[config.mk]
export PLATFORM = sky130hd
export DESIGN_NAME = press_value_counter
export DESIGN_NICKNAME = d
export VERILOG_FILES = /design/src/rtl/press_pkg.sv /design/src/rtl/bcd_step.sv /design/src/rtl/press_value_counter.sv
export SDC_FILE = /design/constraint.sdc
export NUM_CORES = 1
export LEC_CHECK = 0
export CAP_MARGIN = 20
export CORE_MARGIN = 1
export CORE_UTILIZATION = 45
export DETAILED_ROUTE_END_ITERATION = 10
export GPL_ROUTABILITY_DRIVEN = 0
export PLACE_DENSITY = 0.73
export SETUP_SLACK_MARGIN = 0.4
export SYNTH_ARGS = -nofsm -noshare
export SYNTH_HDL_FRONTEND = slang
export SYNTH_HIERARCHICAL = 1
export SYNTH_SLANG_ARGS = --single-unit
[constraint.sdc]
create_clock -name clk -period 2.5 [get_ports clk]
set_input_delay 0.25 -clock clk [delete_from_list [all_inputs] [get_ports clk]]
set_output_delay 0.25 -clock clk [all_outputs]
set_load 0.05 [all_outputs]
[src/rtl/press_pkg.sv]
// Shared types and constants for the push-button value setting path
// and the BCD stepping logic it shares with the timer countdown.
package press_pkg;

    typedef enum logic [1:0] {
        IDLE   = 2'd0,
        HOLD   = 2'd1,
        REPEAT = 2'd2
    } press_state_e;

    localparam logic [3:0] BCD_MAX_DIGIT = 4'd9;
    localparam logic       MODE_INC      = 1'b0;
    localparam logic       MODE_DEC      = 1'b1;

endpackage

[src/rtl/bcd_step.sv]
// Combinational single step of a 2-digit BCD value, wrapping 99<->00.
// Out-of-range digits are treated as 9 on increment so the result stays valid BCD.
module bcd_step
    import press_pkg::*;
(
    input  logic [7:0] value,
    input  logic       dir,
    output logic [7:0] value_next
);

    logic [3:0] tens;
    logic [3:0] units;

    assign tens  = value[7:4];
    assign units = value[3:0];

    always_comb begin
        value_next = value;
        if (dir == MODE_DEC) begin
            if (units == 4'd0) begin
                value_next = {((tens == 4'd0) ? BCD_MAX_DIGIT : tens - 4'd1), BCD_MAX_DIGIT};
            end else begin
                value_next = {tens, units - 4'd1};
            end
        end else begin
            if (units >= BCD_MAX_DIGIT) begin
                value_next = {((tens >= BCD_MAX_DIGIT) ? 4'd0 : tens + 4'd1), 4'd0};
            end else begin
                value_next = {tens, units + 4'd1};
            end
        end
    end

endmodule

[src/rtl/press_value_counter.sv]
// Turns debounced button pulses into a 2-digit BCD setting value with
// single-step on press and auto-repeat after a long hold.
module press_value_counter
    import press_pkg::*;
#(
    parameter int HOLD_CYCLES   = 100_000_000,
    parameter int REPEAT_CYCLES = 20_000_000,
    parameter int CNT_W         = 27
) (
    input  logic       clk,
    input  logic       reset,
    input  logic       PB_state,
    input  logic       PB_down,
    input  logic       PB_up,
    input  logic       mode,
    input  logic       clr,
    output logic [7:0] Y,
    output logic       short_press,
    output logic       long_press
);

    localparam logic [CNT_W-1:0] HOLD_LAST   = CNT_W'(HOLD_CYCLES - 1);
    localparam logic [CNT_W-1:0] REPEAT_LAST = CNT_W'(REPEAT_CYCLES - 1);

    press_state_e     state_q, state_d;
    logic [CNT_W-1:0] cnt_q, cnt_d;
    logic             step;
    logic             short_d;
    logic             long_d;
    logic [7:0]       y_stepped;

    bcd_step u_bcd_step (
        .value      (Y),
        .dir        (mode),
        .value_next (y_stepped)
    );

    always_comb begin
        state_d = state_q;
        cnt_d   = cnt_q;
        step    = 1'b0;
        short_d = 1'b0;
        long_d  = 1'b0;
        case (state_q)
            IDLE: begin
                // A press coinciding with a release pulse is treated as a glitch.
                if (PB_down && !PB_up) begin
                    step    = 1'b1;
                    cnt_d   = '0;
                    state_d = HOLD;
                end
            end
            HOLD: begin
                cnt_d = cnt_q + CNT_W'(1);
                if (PB_up) begin
                    short_d = 1'b1;
                    state_d = IDLE;
                end else if (!PB_state) begin
                    state_d = IDLE;
                end else if (cnt_q == HOLD_LAST) begin
                    long_d  = 1'b1;
                    step    = 1'b1;
                    cnt_d   = '0;
                    state_d = REPEAT;
                end
            end
            REPEAT: begin
                cnt_d = cnt_q + CNT_W'(1);
                if (PB_up || !PB_state) begin
                    state_d = IDLE;
                end else if (cnt_q == REPEAT_LAST) begin
                    step  = 1'b1;
                    cnt_d = '0;
                end
            end
            default: begin
                state_d = IDLE;
                cnt_d   = '0;
            end
        endcase
    end

    always_ff @(posedge clk) begin
        if (reset) begin
            state_q     <= IDLE;
            cnt_q       <= '0;
            Y           <= 8'h00;
            short_press <= 1'b0;
            long_press  <= 1'b0;
        end else begin
            state_q     <= state_d;
            cnt_q       <= cnt_d;
            short_press <= short_d;
            long_press  <= long_d;
            // Clear overrides a step due in the same cycle but leaves the FSM alone.
            if (clr) begin
                Y <= 8'h00;
            end else if (step) begin
                Y <= y_stepped;
            end
        end
    end

endmodule
# --- Word level (Yosys, flattened, before mapping) ---
# Index checks and enable logic that the tools add are counted.
classes:
  n_lt_le_gt_ge: 2
  mux: 26
  n_bitwise: 1
  addsub: 5
  n_eq_ne: 8
  reduce_logical: 12
op_table:
  columns: ["operator", "n"]
  rows:
  - ["two-way mux 27 bit", 6]
  - ["one-hot mux 27 bit (3 select lines)", 1]
  - ["adder 27 x 1 -> 27 bit, second input constant", 1]
  - ["== test 27 x 25 -> 1 bit, second input constant", 1]
  - ["== test 27 bit, second input constant", 1]
  - ["two-way mux 8 bit", 3]
  - ["two-way mux 2 bit", 5]
  - ["adder 4 x 1 -> 4 bit, second input constant", 2]
  - ["greater-or-equal comparator 4 bit, second input constant", 2]
  - ["logical NOT 4 bit", 2]
  - ["two-way mux 4 bit", 2]
  - ["subtractor 4 x 1 -> 4 bit, second input constant", 2]
  - ["two-way mux 1 bit", 7]
  - ["one-hot mux 2 bit (3 select lines)", 1]
  - ["AND reduction 3 bit", 2]
  - ["inequality test 2 bit, second input constant", 2]
  - ["inequality test 4 bit, second input constant", 1]
  - ["OR reduction 2 bit", 2]
  - ["one-hot mux 1 bit (3 select lines)", 1]
  - ["== test 2 x 1 -> 1 bit, second input constant", 1]
  - ["== test 2 bit, second input constant", 1]
  - ["logical NOT 1 bit", 2]
  - ["logical NOT 2 bit", 1]
  - ["inequality test 2 x 1 -> 1 bit, second input constant", 1]
  - ["4 further kinds", 4]
totals:
  output_inout_bits: 10
  ff_bits: 39
  wordCells: 60
  in_bits: 7

# --- Logic depth before layout (Yosys ltp) ---
# Gate-level depths: netlist of run 1.
depth:
  ltp_word: 6
  depth_mapped: 8
  ltp_nobuf: 8

# --- Modules after synthesis ---
# Netlist of run 1, hierarchy kept.
modules_own_cells:
  columns: ["module", "cells_each", "seq_area_each_um2", "area_per_inst_um2", "instances"]
  rows:
  - ["press_value_counter", 276, 780.7, 2353.5, 1]
  - ["bcd_step", 65, 0.0, 440.4, 1]

# --- Worst setup path after synthesis of run 1 ---
# Ideal clock, no wire load.
synth_path:
  path_kind: "reg-to-reg"
  from: "register Y[5]"
  to: "register Y[5]"
  path_buffers: 0
  path_slack_ps: 465
  t_required_ps: 2428
  stages_incl_launch_ff: 8
  t_arrival_ps: 1963
  synth_period_minus_slack_ps: 2035
  setup_ps: 72
  path_cell_list: "dfxtp_1 -> inv_1 -> ha_1 -> o31ai_1 -> a211oi_1 -> a311oi_1 -> nand2_1 -> mux2i_1"
synth_via:
  elab_chain_cells: 4
  word_cells_on_any_way: 9
  cone_classes: "2 x add/sub; 1 x order compare; 5 x mux; 1 x reduce/logical"
synth_rtl:
  columns: ["element", "line_no", "rtl"]
  rows:
  - ["start, declared", "press_value_counter.sv:17", "output logic [7:0] Y,"]
  - ["start signal, assigned", "press_value_counter.sv:99", "Y <= y_stepped;"]
  - ["adder 4 x 1 -> 4 bit, or another cell as far along", "bcd_step.sv:27", "value_next = {((tens >= BCD_MAX_DIGIT) ? 4'd0 : tens + 4'd1), 4'd0};"]
  - ["two-way mux 4 bit, on equally long branches", "bcd_step.sv:27, bcd_step.sv:21", null]
  - ["two-way mux 8 bit, on equally long branches", "bcd_step.sv:26, bcd_step.sv:20", null]
  - ["two-way mux 8 bit (*)", "bcd_step.sv:19", "if (dir == MODE_DEC) begin"]
  - ["via y_stepped[5]", "press_value_counter.sv:30", "logic [7:0] y_stepped;"]
# Mark *: on every way through the listed nets, which the timed path passes. The rest lies on a longest branch. The select of a mux whose other input is x is not followed.
# A chain may end at the register's enable or synchronous reset.

# --- Worst setup path in the final report of run 1 ---
layout_path:
  from: "register cnt_q[3]"
  to: "register cnt_q[25]"
layout_via:
  elab_chain_cells: 5
  word_cells_on_any_way: 9
  cone_classes: "1 x add/sub; 2 x eq/ne; 6 x mux"
layout_rtl:
  columns: ["element", "line_no", "rtl"]
  rows:
  - ["start, declared", "press_value_counter.sv:26", "logic [CNT_W-1:0] cnt_q, cnt_d;"]
  - ["start signal, assigned", "press_value_counter.sv:92", "cnt_q <= cnt_d;"]
  - ["adder 27 x 1 -> 27 bit or == test 27 bit (tied branches)", "press_value_counter.sv:54, press_value_counter.sv:68, press_value_counter.sv:60", null]
  - ["two-way mux 27 bit", "press_value_counter.sv:60", "end else if (cnt_q == HOLD_LAST) begin"]
  - ["two-way mux 27 bit", "press_value_counter.sv:58", "end else if (!PB_state) begin"]
  - ["two-way mux 27 bit", "press_value_counter.sv:55", "if (PB_up) begin"]
  - ["one-hot mux 27 bit (3 select lines) (*)", "press_value_counter.sv:44", "case (state_q)"]
# Mark *: on every way between the ends. The rest lies on a longest branch, timed or not.

==> results of run 1 <==
==> metrics by stage <==
stage / hold slack [ps] / setup WS [ps] / cell area, um2
CTS: 494 / 405 / 3260
global placement: 470 / 203 / 3090
finish: 498 / 463 / 3300
global route: 515 / 357 / 3300
detailed placement: 480 / 188 / 3090
floorplan: 396 / 465 / 2790
==> Yosys cell counts (all sizes together), types with 4 or more instances <==
cell type,instances
clkbuf,11
nand3,17
o22ai,9
nand2,45
ha,12
dfxtp,39
a21oi,12
a41oi,4
inv,16
o211ai,7
mux2i,8
a31oi,7
or4,4
xor2,13
nor3,9
and3,5
nand4,10
buf,4
nor4,9
nor2,31
and4,5
nand2b,5
o21ai,13
==> registers in the layout, indices dropped and copies added (netlist names) <==
signal       flops
cnt_q           27
state_q          2
long_press       1
Y                8
short_press      1
==> critical path, delay by kind of cell, from the launching register on <==
| family | cells | cell delay [ps] |
|---|---|---|
| simple gates | 4 | 1300 |
| flops | 1 | 460 |
| compound gates | 1 | 190 |
==> final cells by class <==
cell class / instances / area (um2)
multi-input cells: 271 / 1900
clock inverters: 2 / 60.1
fillers: 561 / 2650
inverters: 16 / 60.1
clock buffers: 6 / 72.6
flip-flops and latches: 39 / 785
repair buffers: 36 / 329
well taps: 75 / 93.8
==> worst paths after layout <==
check | start | end | slack [ps] | cells past startpoint
hold reg to reg | cnt_q[1] | cnt_q[1] | 500 | 2
setup reg to reg | cnt_q[3] | cnt_q[25] | 460 | 5
hold / removal | cnt_q[1] | cnt_q[1] | 500 | 2
setup / recovery | cnt_q[3] | cnt_q[25] | 460 | 5
==> metal layers <==
| layer | wire length (um) | GRT usage [%] |
|---|---|---|
| met1 | 3260 | 30.8 |
| met2 | 3130 | 33.9 |
| met3 | 273 | 3.71 |
| met4 | 152 | 8.04 |
| met5 | 0 | 0 |
==> cells by family (layout without fill, tap and decap cells) <==
logic type | Yosys count | count (layout)
mux | 8 | 8
fa+ha+maj | 12 | 12
compound gates | 77 | 77
xor+xnor | 14 | 14
buf+inv | 31 | 60
flops | 39 | 39
simple gates | 160 | 160
==> power breakdown <==
part           switching, mW  leakage, nW  internal (mW)
clock network          0.227       0.0654          0.399
registers             0.0108        0.316          0.628
logic                  0.137        0.774         0.0911
total                  0.375         1.16           1.12
==> what timing repair did <==
action,CTS,global route
setup buffers,1,3
setup endpoints to repair,24,37
endpoints found under the hold margin,0,0
resized for setup,4,8
pin swaps,2,3
==> impl_metrics.env, run 1 <==
export IMPL_synth_fa_ha_area_share_pct=5.37
export IMPL_die_width_um=80.8
export IMPL_diodes=0
export IMPL_final_cells=445
export IMPL_hold_buffers=0
export IMPL_start_kind="flip-flop"
export IMPL_area_growth_pct=18.2
export IMPL_status="finished clean"
export IMPL_rsz0062_at_grt="yes"
export IMPL_arrival_ps=2260
export IMPL_syn_inst=341
export IMPL_grt_usage_pct=22.0
export IMPL_synth_simple_area_share_pct=33.0
export IMPL_hp_class="flip-flop to flip-flop"
export IMPL_worst_clock_skew_ps=13.8
export IMPL_max_stage_delay_ps=460
export IMPL_drt_wl_total_um=6820
export IMPL_syn_area_mm2=0.00279
export IMPL_final_nets=388
export IMPL_dp_cells=432
export IMPL_die_area_mm2=0.00653
export IMPL_die_y_um=80.8
export IMPL_drv_slew=0
export IMPL_synth_area_leaders="dfxtp_1 28%, nand2_1 6.0%, ha_1 5.4%"
export IMPL_synth_edf_count=0
export IMPL_ys_seq_area_share_pct=27.9
export IMPL_synth_top_family_by_area="simple AND/OR/NAND/NOR gates"
export IMPL_finalHoldViolCount=0
export IMPL_clock_path_buffers=2
export IMPL_post_route_period_util_pct=81.5
export IMPL_drt_pass1_iter_count=4
export IMPL_slew_headroom_pct=66.5
export IMPL_critPathKind="flip-flop to flip-flop"
export IMPL_required_ps=2720
export IMPL_synth_top_area_share_pct=27.9
export IMPL_start_util_pct=46.9
export IMPL_final_cell_mix="45 x nand2_1, 36 x dfxtp_1, 30 x nor2_1"
export IMPL_final_common_cell="nand2_1"
export IMPL_synth_compound_area_share_pct=21.7
export IMPL_critPathMaxFanout=8
export IMPL_wl_per_cell_um=15.3
export IMPL_ios=17
export IMPL_cts_tree="done"
export IMPL_clkLatencyLatePin_ps=300
export IMPL_cts_sinks=39
export IMPL_synth_seq_cells=39
export IMPL_leakage_nw=1.16
export IMPL_vias_per_cell=5.97
export IMPL_synth_area_per_cell_um2=8.19
export IMPL_cts_made_buffers=5
export IMPL_max_freq_mhz=491
export IMPL_numPortBuffers=16
export IMPL_grt_antenna_before_repair=0
export IMPL_power_total_mw=1.49
export IMPL_drive_above_1_share_pct=15.9
export IMPL_grt_pass1_vias=2273
export IMPL_core_region_area_mm2=0.00596
export IMPL_ctsRootBufferMaster="clkbuf_8"
export IMPL_cap_violations=0
export IMPL_tightest_slew_ps=498
export IMPL_clk_pin_slew_worst_paths_ps=90
export IMPL_worst_setup_path_end_kind="flip-flop"
export IMPL_dp_hpwl_um=4920
export IMPL_synthArstFlopShare_pct=0
export IMPL_syn_nets=360
export IMPL_fp_row_count=28
export IMPL_max_vdd_ir_drop_uv=330
export IMPL_powerDensity_mw_per_mm2=452
export IMPL_grt_max_degree=17
export IMPL_cp_slowest_cell="dfxtp_1"
export IMPL_utilization_pct=55.4
export IMPL_synth_area_mux_share_pct=2.87
export IMPL_path_cells="nand2_1 > nor3_2 > nand4_1 > or4_1 > o211ai_1"
export IMPL_synth_largest_area_cell="dfxtp_1"
export IMPL_grt_pass1_wl_um=11200
export IMPL_vias=2657
export IMPL_overflow=0
export IMPL_synth_xor_area_share_pct=4.39
export IMPL_antenna_left=0
export IMPL_setup_viol=0
export IMPL_htreeDepth=2
export IMPL_drc=0
export IMPL_drt_iter0_drc=177
export IMPL_tns_ps=0
export IMPL_ys_warn_count=6
export IMPL_synth_main_ff_cell="dfxtp_1"
export IMPL_synth_cell_types=66
export IMPL_fin_crit_ps=2040
(Power assumes the default switching activity.)
==> run 2, diff against run 1 <==
--- a/config.mk
+++ b/config.mk
@@ -10,7 +10,7 @@
 export CORE_UTILIZATION = 45
 export DETAILED_ROUTE_END_ITERATION = 10
 export GPL_ROUTABILITY_DRIVEN = 0
-export PLACE_DENSITY = 0.73
+export PLACE_DENSITY = 0.76
 export SETUP_SLACK_MARGIN = 0.4
 export SYNTH_ARGS = -nofsm -noshare
 export SYNTH_HDL_FRONTEND = slang
==> constraint.sdc (replaced) <==
create_clock -name clk -period 1.87 [get_ports clk]
set_input_delay 0.187 -clock clk [delete_from_list [all_inputs] [get_ports clk]]
set_output_delay 0.187 -clock clk [all_outputs]
set_load 0.05 [all_outputs]
==> run 2 against run 1 <==
- the run now ends with negative setup slack left
- critical path depth grew 2
- worst setup slack lost 530 ps
- die area is the same
- cell count grew 12%
- maximum frequency grew 5.4%
- flip-flop and latch count is the same
- sequential share of layout area shrank 2.8 points
- power grew 32%
- first-iteration DRC count grew 56%
- clock skew shrank 2.3 ps
- critical path type unchanged
- highest routed layer unchanged
==> impl_metrics.env, run 2 (synthesis gave the netlist of run 1 again) <==
export IMPL_cp_slowest_cell="o31ai_4"
export IMPL_r2r_start="cnt_q[0]"
export IMPL_die_y_um=80.8
export IMPL_intPower_mw=1.41
export IMPL_post_route_period_util_pct=103
export IMPL_largest_reg_flops=27
export IMPL_hp_start="cnt_q[1]"
export IMPL_final_common_cell="buf_4"
export IMPL_regToRegSetupSlack_ps=-60
export IMPL_whs_path_depth=2
export IMPL_powerDensity_mw_per_mm2=500
export IMPL_cts_tree="done"
export IMPL_final_cells=497
export IMPL_clkLatencyLatePin_ps=300
export IMPL_r2r_cells=7
export IMPL_fp_row_count=28
export IMPL_critPathKind="flip-flop to flip-flop"
export IMPL_diodes=0
export IMPL_drt_pass1_iter_count=6
export IMPL_required_ps=2060
export IMPL_multi_input_area_mm2=0.00212
export IMPL_critPathMaxFanout=8
export IMPL_worst_clock_skew_ps=11.5
export IMPL_cap_violations=0
export IMPL_timing_rr_end="cnt_q[22]"
export IMPL_ctsRootBufferMaster="clkbuf_8"
export IMPL_arrival_ps=2130
export IMPL_regMostFlops="cnt_q"
export IMPL_area_growth_pct=41.2
export IMPL_max_freq_mhz=517
export IMPL_ios=17
export IMPL_swShare_pct=28.4
export IMPL_clk_pin_slew_worst_paths_ps=90
export IMPL_reg_top3="cnt_q (27), Y (8), state_q (2)"
export IMPL_vias=3114
export IMPL_seqPwrFrac_pct=43.0
export IMPL_setup_slack_ps=-63.0
export IMPL_hold_buffers=0
export IMPL_drt_wl_total_um=9020
export IMPL_fin_crit_ps=1930
export IMPL_finalHoldViolCount=0
export IMPL_drv_slew=0
export IMPL_vias_per_cell=6.27
export IMPL_max_vdd_ir_drop_uv=401
export IMPL_numPortBuffers=16
export IMPL_dp_cells=475
export IMPL_power_net_switching_mw=0.559
export IMPL_max_stage_delay_ps=430
export IMPL_grt_pass1_vias=2956
export IMPL_postLayoutCellArea_mm2=0.00394
export IMPL_hp_class="flip-flop to flip-flop"
export IMPL_final_nets=440
export IMPL_power_total_mw=1.97
export IMPL_placed_area_mm2=0.00350
export IMPL_start_util_pct=46.9
export IMPL_tns_ps=-749
export IMPL_overflow=0
export IMPL_rsz0062_at_grt="yes"
export IMPL_drc=0
export IMPL_num_fill_cells=457
export IMPL_cts_made_buffers=5
export IMPL_grt_pass1_wl_um=14300
export IMPL_slew_headroom_pct=41.7
export IMPL_worst_setup_path_end_kind="flip-flop"
export IMPL_setup_viol=14
export IMPL_wl_per_cell_um=18.1
export IMPL_violations="negative setup slack"
export IMPL_status="finished with violations"
export IMPL_start_kind="flip-flop"
export IMPL_drive_above_1_share_pct=39.3
export IMPL_htreeDepth=2
export IMPL_power_frac_clock_pct=38.5
export IMPL_path_cells="ha_4 > nand4bb_4 > nor4_4 > a41oi_2 > o31ai_4 > buf_6 > nor2_1"
export IMPL_cts_sinks=39
export IMPL_hold_end="cnt_q[1]"
export IMPL_antenna_left=0
export IMPL_seq_area_um2=828
export IMPL_core_region_area_mm2=0.00596
export IMPL_drt_iter0_drc=277
export IMPL_die_width_um=80.8
export IMPL_die_area_mm2=0.00653
export IMPL_p_comb_share_pct=18.5
export IMPL_tightest_slew_ps=871
export IMPL_leakage_nw=1.52
export IMPL_clock_path_buffers=2
export IMPL_grt_antenna_before_repair=0
export IMPL_final_cell_mix="64 x buf_4, 44 x nand2_1, 23 x dfxtp_2"
export IMPL_grt_max_degree=17
export IMPL_dp_hpwl_um=5600
export IMPL_grt_usage_pct=28.4
run 2: changes by cell type in the layout (fill, tap and decap cells not counted), moves of 3 or more:
cell / before / now
buf_4: 18 / 64
buf_6: 1 / 9
clkdlybuf4s50_1: 15 / 6
dfxtp_1: 36 / 11
dfxtp_2: 3 / 23
dfxtp_4: 0 / 5
dlygate4sd2_1: 0 / 5
nand4bb_1: 3 / 0
nand4bb_4: 0 / 3
nor2_1: 30 / 22
nor2_2: 1 / 8
nor4_4: 2 / 6
run 2: final cells by class:
| type | count | share of cell area (%) |
|---|---|---|
| flip-flops and latches | 39 | 21.0 |
| clock buffers | 6 | 2.09 |
| multi-input cells | 271 | 53.7 |
| repair buffers | 88 | 18.4 |
| inverters | 16 | 1.52 |
| well taps | 75 | 2.38 |
| clock inverters | 2 | 0.888 |
run 2: how the worst max path moves through the flow:
stage                     startpoint   endpoint  slack, ps  cells after the start
after floorplan            cnt_q[17]  cnt_q[14]         50                      6
after global placement         PB_up       Y[4]       -230                      8
after detailed placement       PB_up       Y[0]       -310                      8
after CTS                  cnt_q[14]  cnt_q[22]         50                      7
after global routing       cnt_q[19]  cnt_q[26]       -120                      6
final                       cnt_q[0]  cnt_q[22]        -60                      7
run 2: power by group through the flow:
stage | logic (mW) | clock network [mW] | registers, mW
floorplan | 0.204 | 0 | 0.886
global placement | 0.318 | 0 | 0.874
detailed placement | 0.323 | 0 | 0.875
CTS | 0.337 | 0.756 | 0.850
global route | 0.388 | 0.813 | 0.850
finish | 0.365 | 0.759 | 0.848
run 2: metal layers:
metal,global-route usage (%),up-vias,part of all wire (%)
li1,-,1432,-
met4,13.2,0,4.4
met1,34.3,1447,40
met3,5.73,51,8.0
met5,0,-,0
met2,48.4,184,47
run 2: through the flow:
step / util [%] / setup WS, ps / hold WS (ps)
finish: 66.2 / -63.0 / 509
global route: 66.2 / -125 / 524
CTS: 64.4 / 49.5 / 496
detailed placement: 58.7 / -306 / 484
global placement: 58.7 / -228 / 472
floorplan: - / 52.3 / 333
run 2: critical path: cells and delay by family (launching register included):
family / cells / cell delay (ps)
compound gates: 2 / 690
simple gates: 3 / 410
flops: 1 / 380
buf+inv: 1 / 190
fa+ha+maj: 1 / 150
run 2: what timing repair did:
item	CTS	global route
setup endpoints to repair	45	40
gates resized for setup	46	26
pin swaps	20	11
buffers inserted	9	2
cloned	2	1
hold endpoints to repair	0	0
==> run 3, diff against run 2 <==
--- a/config.mk
+++ b/config.mk
@@ -6,11 +6,11 @@
 export NUM_CORES = 1
 export LEC_CHECK = 0
 export CAP_MARGIN = 20
-export CORE_MARGIN = 1
+export CORE_MARGIN = 2
 export CORE_UTILIZATION = 45
 export DETAILED_ROUTE_END_ITERATION = 10
 export GPL_ROUTABILITY_DRIVEN = 0
-export PLACE_DENSITY = 0.76
+export PLACE_DENSITY = 0.73
 export SETUP_SLACK_MARGIN = 0.4
 export SYNTH_ARGS = -nofsm -noshare
 export SYNTH_HDL_FRONTEND = slang
==> constraint.sdc (replaced) <==
create_clock -name clk -period 2.4 [get_ports clk]
set_input_delay 0.24 -clock clk [delete_from_list [all_inputs] [get_ports clk]]
set_output_delay 0.24 -clock clk [all_outputs]
set_load 0.05 [all_outputs]
==> run 3 against run 2 <==
- the run now ends clean
- first-iteration DRC count fell by 23%
- routed wire length shrank 17%
- flip-flop and latch count stayed put
- sequential power down 22%
- critical path type unchanged
- critical endpoint is now cnt_q[10]
- largest cell class unchanged
- highest routed layer unchanged
==> impl_metrics.env, run 3 (synthesis gave the netlist of run 1 again) <==
export IMPL_status="finished clean"
export IMPL_ctsRootBufferMaster="clkbuf_8"
export IMPL_final_cells=459
export IMPL_grt_pass1_vias=2369
export IMPL_die_width_um=82.8
export IMPL_drt_pass1_iter_count=6
export IMPL_cap_violations=0
export IMPL_core_region_area_mm2=0.00596
export IMPL_wl_per_cell_um=16.3
export IMPL_drc=0
export IMPL_grt_max_degree=17
export IMPL_powerDensity_mw_per_mm2=421
export IMPL_antenna_left=0
export IMPL_regToRegSetupSlack_ps=400
export IMPL_die_area_mm2=0.00686
export IMPL_cp_slowest_cell="dfxtp_2"
export IMPL_diodes=0
export IMPL_tightest_slew_ps=984
export IMPL_setup_viol=0
export IMPL_required_ps=2560
export IMPL_max_freq_mhz=499
export IMPL_dp_hpwl_um=4850
export IMPL_r2r_start="cnt_q[20]"
export IMPL_drt_wl_total_um=7500
export IMPL_htreeDepth=2
export IMPL_numPortBuffers=16
export IMPL_hp_class="flip-flop to flip-flop"
export IMPL_setup_slack_ps=397
export IMPL_slew_headroom_pct=34.1
export IMPL_grt_antenna_before_repair=0
export IMPL_clk_pin_slew_worst_paths_ps=80
export IMPL_crit_buf_inv=1
export IMPL_hold_buffers=0
export IMPL_cts_made_buffers=5
export IMPL_worst_clock_skew_ps=11.3
export IMPL_critPathMaxFanout=8
export IMPL_start_kind="flip-flop"
export IMPL_crit_family="compound AO/OA/AOI/OAI gates"
export IMPL_cts_tree="done"
export IMPL_cts_sinks=39
export IMPL_whs_path_depth=2
export IMPL_crit_start="cnt_q[20]"
export IMPL_fin_crit_ps=2000
export IMPL_area_growth_pct=26.5
export IMPL_regMostFlops="cnt_q"
export IMPL_arrival_ps=2170
export IMPL_overflow=0
export IMPL_path_depth=6
export IMPL_final_nets=402
export IMPL_rsz0062_at_grt="yes"
export IMPL_r2r_cells=6
export IMPL_largest_reg_flops=27
export IMPL_clkLatencyLatePin_ps=290
export IMPL_grt_pass1_wl_um=11100
export IMPL_max_vdd_ir_drop_uv=324
export IMPL_die_y_um=82.8
export IMPL_fp_row_count=28
export IMPL_drive_above_1_share_pct=26.3
export IMPL_dp_cells=432
export IMPL_path_cells="nand4_1 > nor4_4 > a41oi_4 > o31ai_4 > buf_4 > o22ai_1"
export IMPL_final_common_cell="nand2_1"
export IMPL_ios=17
export IMPL_start_util_pct=46.9
export IMPL_final_cell_mix="44 x nand2_1, 30 x nor2_1, 29 x buf_4"
export IMPL_tns_ps=0
export IMPL_hp_start="cnt_q[0]"
export IMPL_critPathKind="flip-flop to flip-flop"
export IMPL_pre_cts_ws_ps=208
export IMPL_worst_setup_path_end_kind="flip-flop"
export IMPL_grt_usage_pct=20.8
export IMPL_post_route_period_util_pct=83.5
export IMPL_vias_per_cell=6.11
export IMPL_timing_hold_ws_ps=501
export IMPL_reg_top3="cnt_q (27), Y (8), state_q (2)"
export IMPL_max_stage_delay_ps=420
export IMPL_drt_iter0_drc=212
export IMPL_leakage_nw=1.25
export IMPL_placed_area_mm2=0.00309
export IMPL_drv_slew=0
export IMPL_postLayoutCellArea_mm2=0.00353
export IMPL_finalHoldViolCount=0
export IMPL_vias=2806
export IMPL_clock_path_buffers=2
[run 3: cell count changes in the layout (fill, tap and decap cells not counted), moves of 3 or more]
cell and delta:
nor2_1 +8, dlygate4sd2_1 -4, dfxtp_2 -3, clkdlybuf4s50_1 +8
buf_4 -35, buf_6 -5, dfxtp_1 +4, nor2_2 -7
[run 3: worst paths after layout]
path,end
worst max-delay path,cnt_q[10]
worst min-delay path,cnt_q[0]
worst max register to register,cnt_q[10]
worst min register to register,cnt_q[0]
[run 3: final cells by class]
| class | instances | area [um2] |
|---|---|---|
| Timing Repair Buffer | 50 | 429 |
| Clock buffer | 6 | 82.6 |
| Clock inverter | 2 | 35.0 |
| Inverter | 16 | 60.1 |
| Fill cell | 493 | 2420 |
| Tap cell | 75 | 93.8 |
| Multi-Input combinational cell | 271 | 2010 |
| Sequential cell | 39 | 821 |
[run 3: repair_timing]
| action | 4_1_cts | 5_1_grt |
|---|---|---|
| endpoints found under the setup margin | 33 | 38 |
| buffers inserted | 4 | 13 |
| pin swaps | 5 | 10 |
| hold endpoints to repair | 0 | 0 |
| resized for setup | 13 | 40 |
| cloned | 1 | 1 |
[run 3: per-stage QoR]
| stage | utilization, % | total power [mW] |
|---|---|---|
| global route | 59.3 | 1.54 |
| floorplan | - | 0.832 |
| global placement | 51.9 | 0.894 |
| finish | 59.3 | 1.49 |
| CTS | 54.9 | 1.47 |
| detailed placement | 51.9 | 0.898 |
[run 3: routing by layer]
layer	vias up	GRT usage, %	part of all wire, %
li1	1354	-	-
met1	1317	27.8	44
met2	117	34.5	48
met3	18	2.38	5.5
met4	0	7.70	2.1
met5	-	0	0
[run 3: where the power goes]
group / switching, mW / total, mW / internal [mW]
clock: 0.240 / 0.577 / 0.337
combinational: 0.150 / 0.249 / 0.0991
sequential: 0.0112 / 0.661 / 0.650
total: 0.401 / 1.49 / 1.09
[run 3: worst reg2reg max path: cells and delay by family (launching register included)]
kind            cells  cell delay [ps]
simple gates        2              580
buf+inv             1              180
compound gates      3              690
flops               1              420
